==> src/rtl/sram_bus_arbiter.sv <==
// Two-master (m0 IFU, m1 LSU) arbiter onto one SRAM valid/ready bus with a grant watchdog.
// Optional build macro ARB_RR_EN: round-robin on ties instead of fixed m1-over-m0 priority.
module sram_bus_arbiter #(
  parameter int unsigned TIMEOUT = 255
) (
  input  logic        clk,
  input  logic        rst,
  input  logic [31:0] m0_addr,
  input  logic        m0_valid,
  output logic        m0_ready,
  output logic [31:0] m0_rdata,
  input  logic [31:0] m0_wdata,
  input  logic [3:0]  m0_wmask,
  input  logic        m0_wen,
  input  logic [31:0] m1_addr,
  input  logic        m1_valid,
  output logic        m1_ready,
  output logic [31:0] m1_rdata,
  input  logic [31:0] m1_wdata,
  input  logic [3:0]  m1_wmask,
  input  logic        m1_wen,
  output logic [31:0] s_addr,
  output logic [31:0] s_wdata,
  output logic [3:0]  s_wmask,
  output logic        s_wen,
  output logic        s_valid,
  input  logic        s_ready,
  input  logic [31:0] s_rdata,
  output logic        err
);

  typedef enum logic [1:0] {IDLE, GNT0, GNT1, TERR} state_t;

  localparam logic [15:0] WD_LAST = 16'(TIMEOUT - 1);

  state_t      state, state_next;
  logic        own, own_next;
  logic        last, last_next;
  logic [15:0] wd, wd_next;
  logic        pick1;
  logic        sel1;
  logic        owner_valid;
  logic        term_valid;

`ifdef ARB_RR_EN
  // On a tie the master that was not granted last wins; last=0 after reset favours m1.
  assign pick1 = m1_valid && (!m0_valid || !last);
`else
  assign pick1 = m1_valid;
`endif

  assign sel1        = (state == GNT1);
  assign owner_valid = sel1 ? m1_valid : m0_valid;
  assign term_valid  = own ? m1_valid : m0_valid;

  always_ff @(posedge clk or negedge rst) begin
    if (!rst) begin
      state <= IDLE;
      own   <= 1'b0;
      last  <= 1'b0;
      wd    <= 16'd0;
    end else begin
      state <= state_next;
      own   <= own_next;
      last  <= last_next;
      wd    <= wd_next;
    end
  end

  always_comb begin
    state_next = state;
    own_next   = own;
    last_next  = last;
    wd_next    = wd;
    s_valid    = 1'b0;
    s_addr     = 32'h0;
    s_wdata    = 32'h0;
    s_wmask    = 4'h0;
    s_wen      = 1'b0;
    m0_ready   = 1'b0;
    m1_ready   = 1'b0;
    m0_rdata   = 32'h0;
    m1_rdata   = 32'h0;
    err        = 1'b0;
    unique case (state)
      IDLE: begin
        if (m0_valid || m1_valid) begin
          state_next = pick1 ? GNT1 : GNT0;
          own_next   = pick1;
          last_next  = pick1;
          wd_next    = 16'd0;
        end
      end
      GNT0, GNT1: begin
        s_valid = owner_valid;
        s_addr  = sel1 ? m1_addr  : m0_addr;
        s_wdata = sel1 ? m1_wdata : m0_wdata;
        s_wmask = sel1 ? m1_wmask : m0_wmask;
        s_wen   = sel1 ? m1_wen   : m0_wen;
        if (sel1) begin
          m1_ready = s_ready;
          m1_rdata = s_rdata;
        end else begin
          m0_ready = s_ready;
          m0_rdata = s_rdata;
        end
        // A dropped valid ends the grant even without a ready (master abort).
        if (!owner_valid) begin
          state_next = IDLE;
        end else if (!s_ready) begin
          if (wd == WD_LAST) state_next = TERR;
          else               wd_next    = wd + 16'd1;
        end
      end
      TERR: begin
        err = 1'b1;
        if (own) m1_ready = 1'b1;
        else     m0_ready = 1'b1;
        if (!term_valid) state_next = IDLE;
      end
      default: ;
    endcase
  end

endmodule

==> config.mk <==
export PLATFORM = sky130hd
export DESIGN_NAME = sram_bus_arbiter
export DESIGN_NICKNAME = d
export VERILOG_FILES = /design/src/rtl/sram_bus_arbiter.sv
export SDC_FILE = /design/constraint.sdc
export NUM_CORES = 1
export LEC_CHECK = 0
export CORE_AREA = 5 5 117 119
export CTS_BUF_LIST = sky130_fd_sc_hd__clkbuf_8
export DETAILED_ROUTE_END_ITERATION = 16
export DIE_AREA = 0 0 122 124
export HOLD_SLACK_MARGIN = 0.05
export PLACE_DENSITY = 0.69
export RECOVER_POWER = 100
export SLEW_MARGIN = 20
export SYNTH_ARGS = -nofsm -noshare
export SYNTH_HDL_FRONTEND = slang
export SYNTH_SLANG_ARGS = --single-unit
==> constraint.sdc <==
create_clock -name clk -period 5.2 [get_ports clk]
set_clock_uncertainty 0.1 [all_clocks]
set_input_delay 1.04 -clock clk [delete_from_list [all_inputs] [get_ports clk]]
set_output_delay 1.04 -clock clk [all_outputs]
set_load 0.1 [all_outputs]
==> results of run 1 <==
==> synth_stat cells (2+ instances only) <==
cell      count
and4_1        2
dfrtp_1      19
buf_2        11
a41oi_1       5
ha_1          6
nand3_1       6
nand4_1       4
nor2b_1       2
and2_1       71
nor2_1       77
o211ai_1      5
nand2b_1      3
nand2_1      15
clkbuf_1     17
mux2_2        4
inv_1         4
a311oi_1      2
buf_4         2
a31oi_1       3
nor3_1        5
o311ai_0      2
nor4_4        2
a21oi_1      11
a221o_1       4
o21ai_0       2
mux2i_1      71
and3_1        6
a211oi_1      3
==> metrics by stage <==
| stage | cells | hold WS (ns) | area (sq um) | util |
|---|---|---|---|---|
| 2_1_floorplan | 383 | 0.417 | 2900 | - |
| 3_3_place_gp | 840 | 0.441 | 5860 | 0.470 |
| 3_5_place_dp | 840 | 0.450 | 5860 | 0.470 |
| 4_1_cts | 844 | 0.472 | 5900 | 0.473 |
| 5_1_grt | 844 | 0.503 | 5660 | 0.454 |
| 6_report | 844 | 0.466 | 5660 | 0.454 |
==> worst max path at each step <==
stage,startpoint,end,slack (ns),cells after the start
floorplan,state[1],s_addr[0],1.34,7
global placement,s_rdata[3],m1_rdata[3],1.28,3
detailed placement,s_rdata[3],m1_rdata[3],1.28,3
CTS,state[1],s_wdata[2],1.22,6
global route,state[0],s_addr[8],0.53,6
finish,state[0],s_wdata[2],0.82,6
==> worst max-delay path, cell delays in order, from the launching register on <==
cell	delay, ns
dfrtp_1	0.39
inv_1	0.16
ha_4	0.51
clkbuf_2	1.02
mux2i_1	0.18
nor2_1	0.20
clkbuf_2	0.49
==> sequential cells by signal, summed over array words and instances, names as in the netlist <==
signal,flops
wd,16
state,2
own,1
==> cells in the final DEF, fill, tap and decap left out, types with 4 or more instances in the layout <==
cell | synthesis | routed
a21oi_1 | 11 | 12
a221o_1 | 4 | 4
a41oi_1 | 5 | 5
and2_1 | 71 | 71
and3_1 | 6 | 6
buf_4 | 2 | 40
clkbuf_1 | 17 | 22
clkbuf_2 | 1 | 58
clkdlybuf4s50_1 | 0 | 172
dfrtp_1 | 19 | 19
dlygate4sd3_1 | 0 | 24
ha_1 | 6 | 5
inv_1 | 4 | 6
mux2i_1 | 71 | 71
nand2_1 | 15 | 15
nand3_1 | 6 | 6
nand4_1 | 4 | 4
nor2_1 | 77 | 77
nor3_1 | 5 | 5
o211ai_1 | 5 | 5
==> kinds of logic (layout without fill, tap and decap cells) <==
family                   after synthesis  after routing  share of synthesized area
AO/OA/AOI/OAI                         47             47                      0.119
adder cells (fa/ha/maj)                6              6                     0.0259
flip-flops                            19             19                      0.164
multiplexers                          76             76                      0.268
AND/OR/NAND/NOR                      199            199                      0.369
buffers and inverters                 36            325                     0.0543
==> per-layer routing <==
metal  wire [um]  share of wire
met1        5660           0.38
met2        7340           0.50
met3        1520           0.10
met4         292          0.020
met5           0              0
==> final cells by class <==
| class | count | area [sq um] | share of cell area |
|---|---|---|---|
| repair buffers | 316 | 2640 | 0.465 |
| multi-input cells | 328 | 2270 | 0.402 |
| well taps | 172 | 215 | 0.0380 |
| inverters | 5 | 18.8 | 0.00331 |
| clock inverters | 1 | 3.75 | 0.000663 |
| clock buffers | 3 | 41.3 | 0.00729 |
| flip-flops and latches | 19 | 475 | 0.0839 |
==> metrics, run 1 <==
R2R cell count=6; syn nets=564; initial core utilization=0.233; core area=around 12000 sq um; Root Driver=clkbuf_8; Tmin final=between 4 and 5 ns; FMAX=around 230 MHz; drt via density=between 4 and 5; worst slew pin tran=around 1.4 ns; All-Layer GR Usage=0.178; Worst slew margin=0.0991; Worst Hold Class=reg -> reg; Post-CTS Hold Fix Bufs=0; drc violations=0; pin count of the biggest net entering global routing=60; DR pass1 iterations=4; CTS buffer count=3; initial antenna violation count=0; Area Overhead vs Synth=95.0%; ratio of final minimum period to clock period=0.843; Seq/Total Area, Yosys=0.164; Final setup viols=0; Mapped Cells=roughly 380; DRT iter0 DRCs=162; share of cells above drive strength 1=0.167; Worst Path Arrival=3.24 ns; crit end category=output pin; Synthesis Warnings=0; Synth top area share=0.245; critical path startpoint category=flip-flop; max-cap viol count=0; Reg2Reg Setup Slack=2.09 ns; reg2reg start=state[0]; CP Class=reg -> out; RePlAce Congestion=0.804; Final Worst Setup Slack=0.817 ns; postcts setup bufs=0; Detailed Place HPWL=12.6 mm; Max Slew Vio Count=0; GR Layer Usage met2=0.315; Clk pin slew, worst setup/hold paths=about 0.080 ns; DIE AREA=15100 sq um; hold_sp=own; EDFF count, synth=0; Die Ht=about 120 um; reg2reg end=wd[15]; post-synth cell types=47; post-synth top area cell=mux2i_1; clk buf depth=2; status=complete, no violations; RSZ-0062 raised after global routing=no; DR WL/cell=17.6 um; width of the die=122 um; # fillers=1272; first-pass GRT wire length=between 20 and 25 mm; Buffers on Ports=311; Synth area leaders=mux2i_1 24%, dfrtp_1 16%, and2_1 15%; clock latency on the worst-skew pair=0.26 ns; Hold Fails Final Rpt=0; count of standard-cell rows=41; final net count=854; number of global-route vias before repair=3921; CP max FO=between 40 and 50; DP Worst Slack=between 1 and 1.5 ns; Post-synth ARST share=1.00; CTS sink cnt=19; M1 GR Usage=0.213; Top Ports=312; depth of the worst hold-timing path=1; H-tree levels=1; Antenna Nets Post-Route=0; met3 Use GR=0.0500; Avg Inst Size Synth=around 7.6 sq um; post-cts resize count=0; Yosys reg bits=19; final wirelength=14.8 mm; total global routing overflow=0; Setup TNS=0 ns; grt peak-use layer=met2; WHS Endpoint=own; Post-Syn Area=2900 sq um; worst path required time=4.06 ns; ys flop type=dfrtp_1; vias=~3900; ANT cells=0; CTS tree=built
Power of run 1 is left out: the tool's default activity adds up to more than one toggle a clock period on the data nets, which glitch-free logic cannot reach.
==> run 2: changes to the inputs <==
CORE_AREA = 5 5 119 121   (was 5 5 117 119)
DIE_AREA = 0 0 124 126   (was 0 0 122 124)
PLACE_DENSITY = 0.67   (was 0.69)
clock period = 4.15 ns   (was 5.2 ns; I/O delays follow)
==> run 2 against run 1 <==
- via count increased by 0.61%
- core utilization increased by 1.0 points
- hold slack improved by 0.0068 ns
- critical path depth unchanged
==> metrics, run 2 (synthesized netlist as in run 1, its figures left out) <==
status=complete, no violations; final net count=853 (-0.12%); CTS tree=built; number of global-route vias before repair=4036 (+2.9%); drt via density=4.63 (about the same); final std cells w/o fill=849 (+0.59%); RSZ-0062 raised after global routing=no; Buffers on Ports=311 (unchanged); grt peak-use layer=met2; initial core utilization=0.224 (-0.00923); DR WL/cell=17.9 um (+2.2%); DRT iter0 DRCs=144 (-11%); ratio of final minimum period to clock period=0.895; postcts setup bufs=0 (unchanged); Post-CTS Hold Fix Bufs=0 (unchanged); commonest non-fill, non-tap cells in the layout=172 x clkdlybuf4s50_1, 101 x clkbuf_2, 77 x nor2_1; Final setup viols=0 (unchanged); Largest regs=wd: 16 flops, state: 2 flops, own: 1 flops; drc violations=0 (unchanged); clock latency on the worst-skew pair=0.26 ns (about the same); FMAX=269 MHz; crit end category=output pin; count of standard-cell rows=42 (+2.4%); Root Driver=clkbuf_8; critical path startpoint category=flip-flop; Max Slew Vio Count=0 (unchanged); Die Ht=126 um (+1.6%); Worst Path Arrival=2.78 ns (-0.46 ns); core area=13000 sq um (+4.1%); CTS sink cnt=19 (unchanged); placed cells=843 (+0.36%); first-pass GRT wire length=22.1 mm (+3.1%); Top Ports=312 (unchanged); CP max FO=48 (unchanged); Top reg by flops=wd; final wirelength=15.2 mm (+2.8%); M1 GR Usage=0.193 (-0.0202); Area Overhead vs Synth=108%; cell area after layout=6030 sq um (+6.4%); Post-Place Cell Area=6240 sq um (+6.5%); Clk pin slew, worst setup/hold paths=0.08 ns (about the same); width of the die=124 um (+1.6%); worst path required time=3.22 ns (-0.84 ns); Hold Fails Final Rpt=0 (unchanged); most common cell after layout, fill and taps aside=clkdlybuf4s50_1; GR Layer Usage met2=0.333 (+0.0182); DR pass1 iterations=5 (+1); Setup TNS=0 ns (unchanged); share of cells above drive strength 1=0.232 (+0.0658); Worst slew margin=0.176 (+0.0768); vias=3928 (+0.61%); max-cap viol count=0 (unchanged); Worst Hold Class=reg -> reg; met3 Use GR=0.0561 (+0.00610); clk buf depth=2 (unchanged); core utilization of the finished layout=0.464 (+0.0100); CP Class=reg -> out; max reg flops=16 (unchanged); All-Layer GR Usage=0.178 (+0.000510); Detailed Place HPWL=13.0 mm (+3.0%); initial antenna violation count=2 (+2); total global routing overflow=0 (unchanged); DIE AREA=15600 sq um (+3.3%); worst slew pin tran=1.24 ns (-0.115 ns); post-cts resize count=0 (unchanged); Tmin final=3.71 ns; RePlAce Congestion=0.849 (+5.6%); Antenna Nets Post-Route=0 (unchanged); H-tree levels=1 (unchanged); pin count of the biggest net entering global routing=77 (+28%); CTS buffer count=3 (unchanged)
[run 2: changes by cell type in the layout (fill, tap and decap cells not counted), sizes merged]
cell and delta:
dlygate4sd3 -21, diode +2, inv -1, clkbuf +21
clkinv +1, buf -1
[run 2: area by class of cell]
type	instances	area (sq um)
Inverter	5	18.8
Antenna cell	2	5.00
Fill cell	1309	6950
Clock inverter	1	5.00
Tap cell	176	220
Sequential cell	19	475
Clock buffer	3	41.3
Multi-Input combinational cell	328	2270
Timing Repair Buffer	315	2990
[run 2: path summary, 6_finish.rpt]
check	from	end	slack, ns	depth (start not counted)
worst max-delay path	state[0]	s_addr[16]	0.44	6
worst min-delay path	own	own	0.47	1
worst max register to register	state[1]	wd[10]	1.04	6
worst min register to register	own	own	0.47	1
max in group asynchronous	rst	own	2.32	1
min in group asynchronous	rst	wd[10]	1.05	1
[run 2: per-stage QoR]
stage               hold slack, ns  setup WS, ns
floorplan                    0.417         0.497
global placement             0.458         0.996
detailed placement           0.446         0.948
CTS                          0.470         0.668
global route                 0.481         0.237
finish                       0.473         0.437
[run 2: critical path, cell delays in order, from the launching register on]
cell	delay, ns
dfrtp_1	0.38
inv_1	0.15
ha_4	0.35
clkbuf_2	0.81
mux2i_1	0.19
nor2_1	0.13
clkbuf_2	0.48
[run 2: layer usage]
metal  up-vias  wire [um]  share of wire
li1       1921          -              -
met1      1773       5500           0.36
met2       220       7710           0.51
met3        14       1770           0.12
met4         0        257          0.017
met5         -          0              0
Power of run 2 is left out for the same reason.
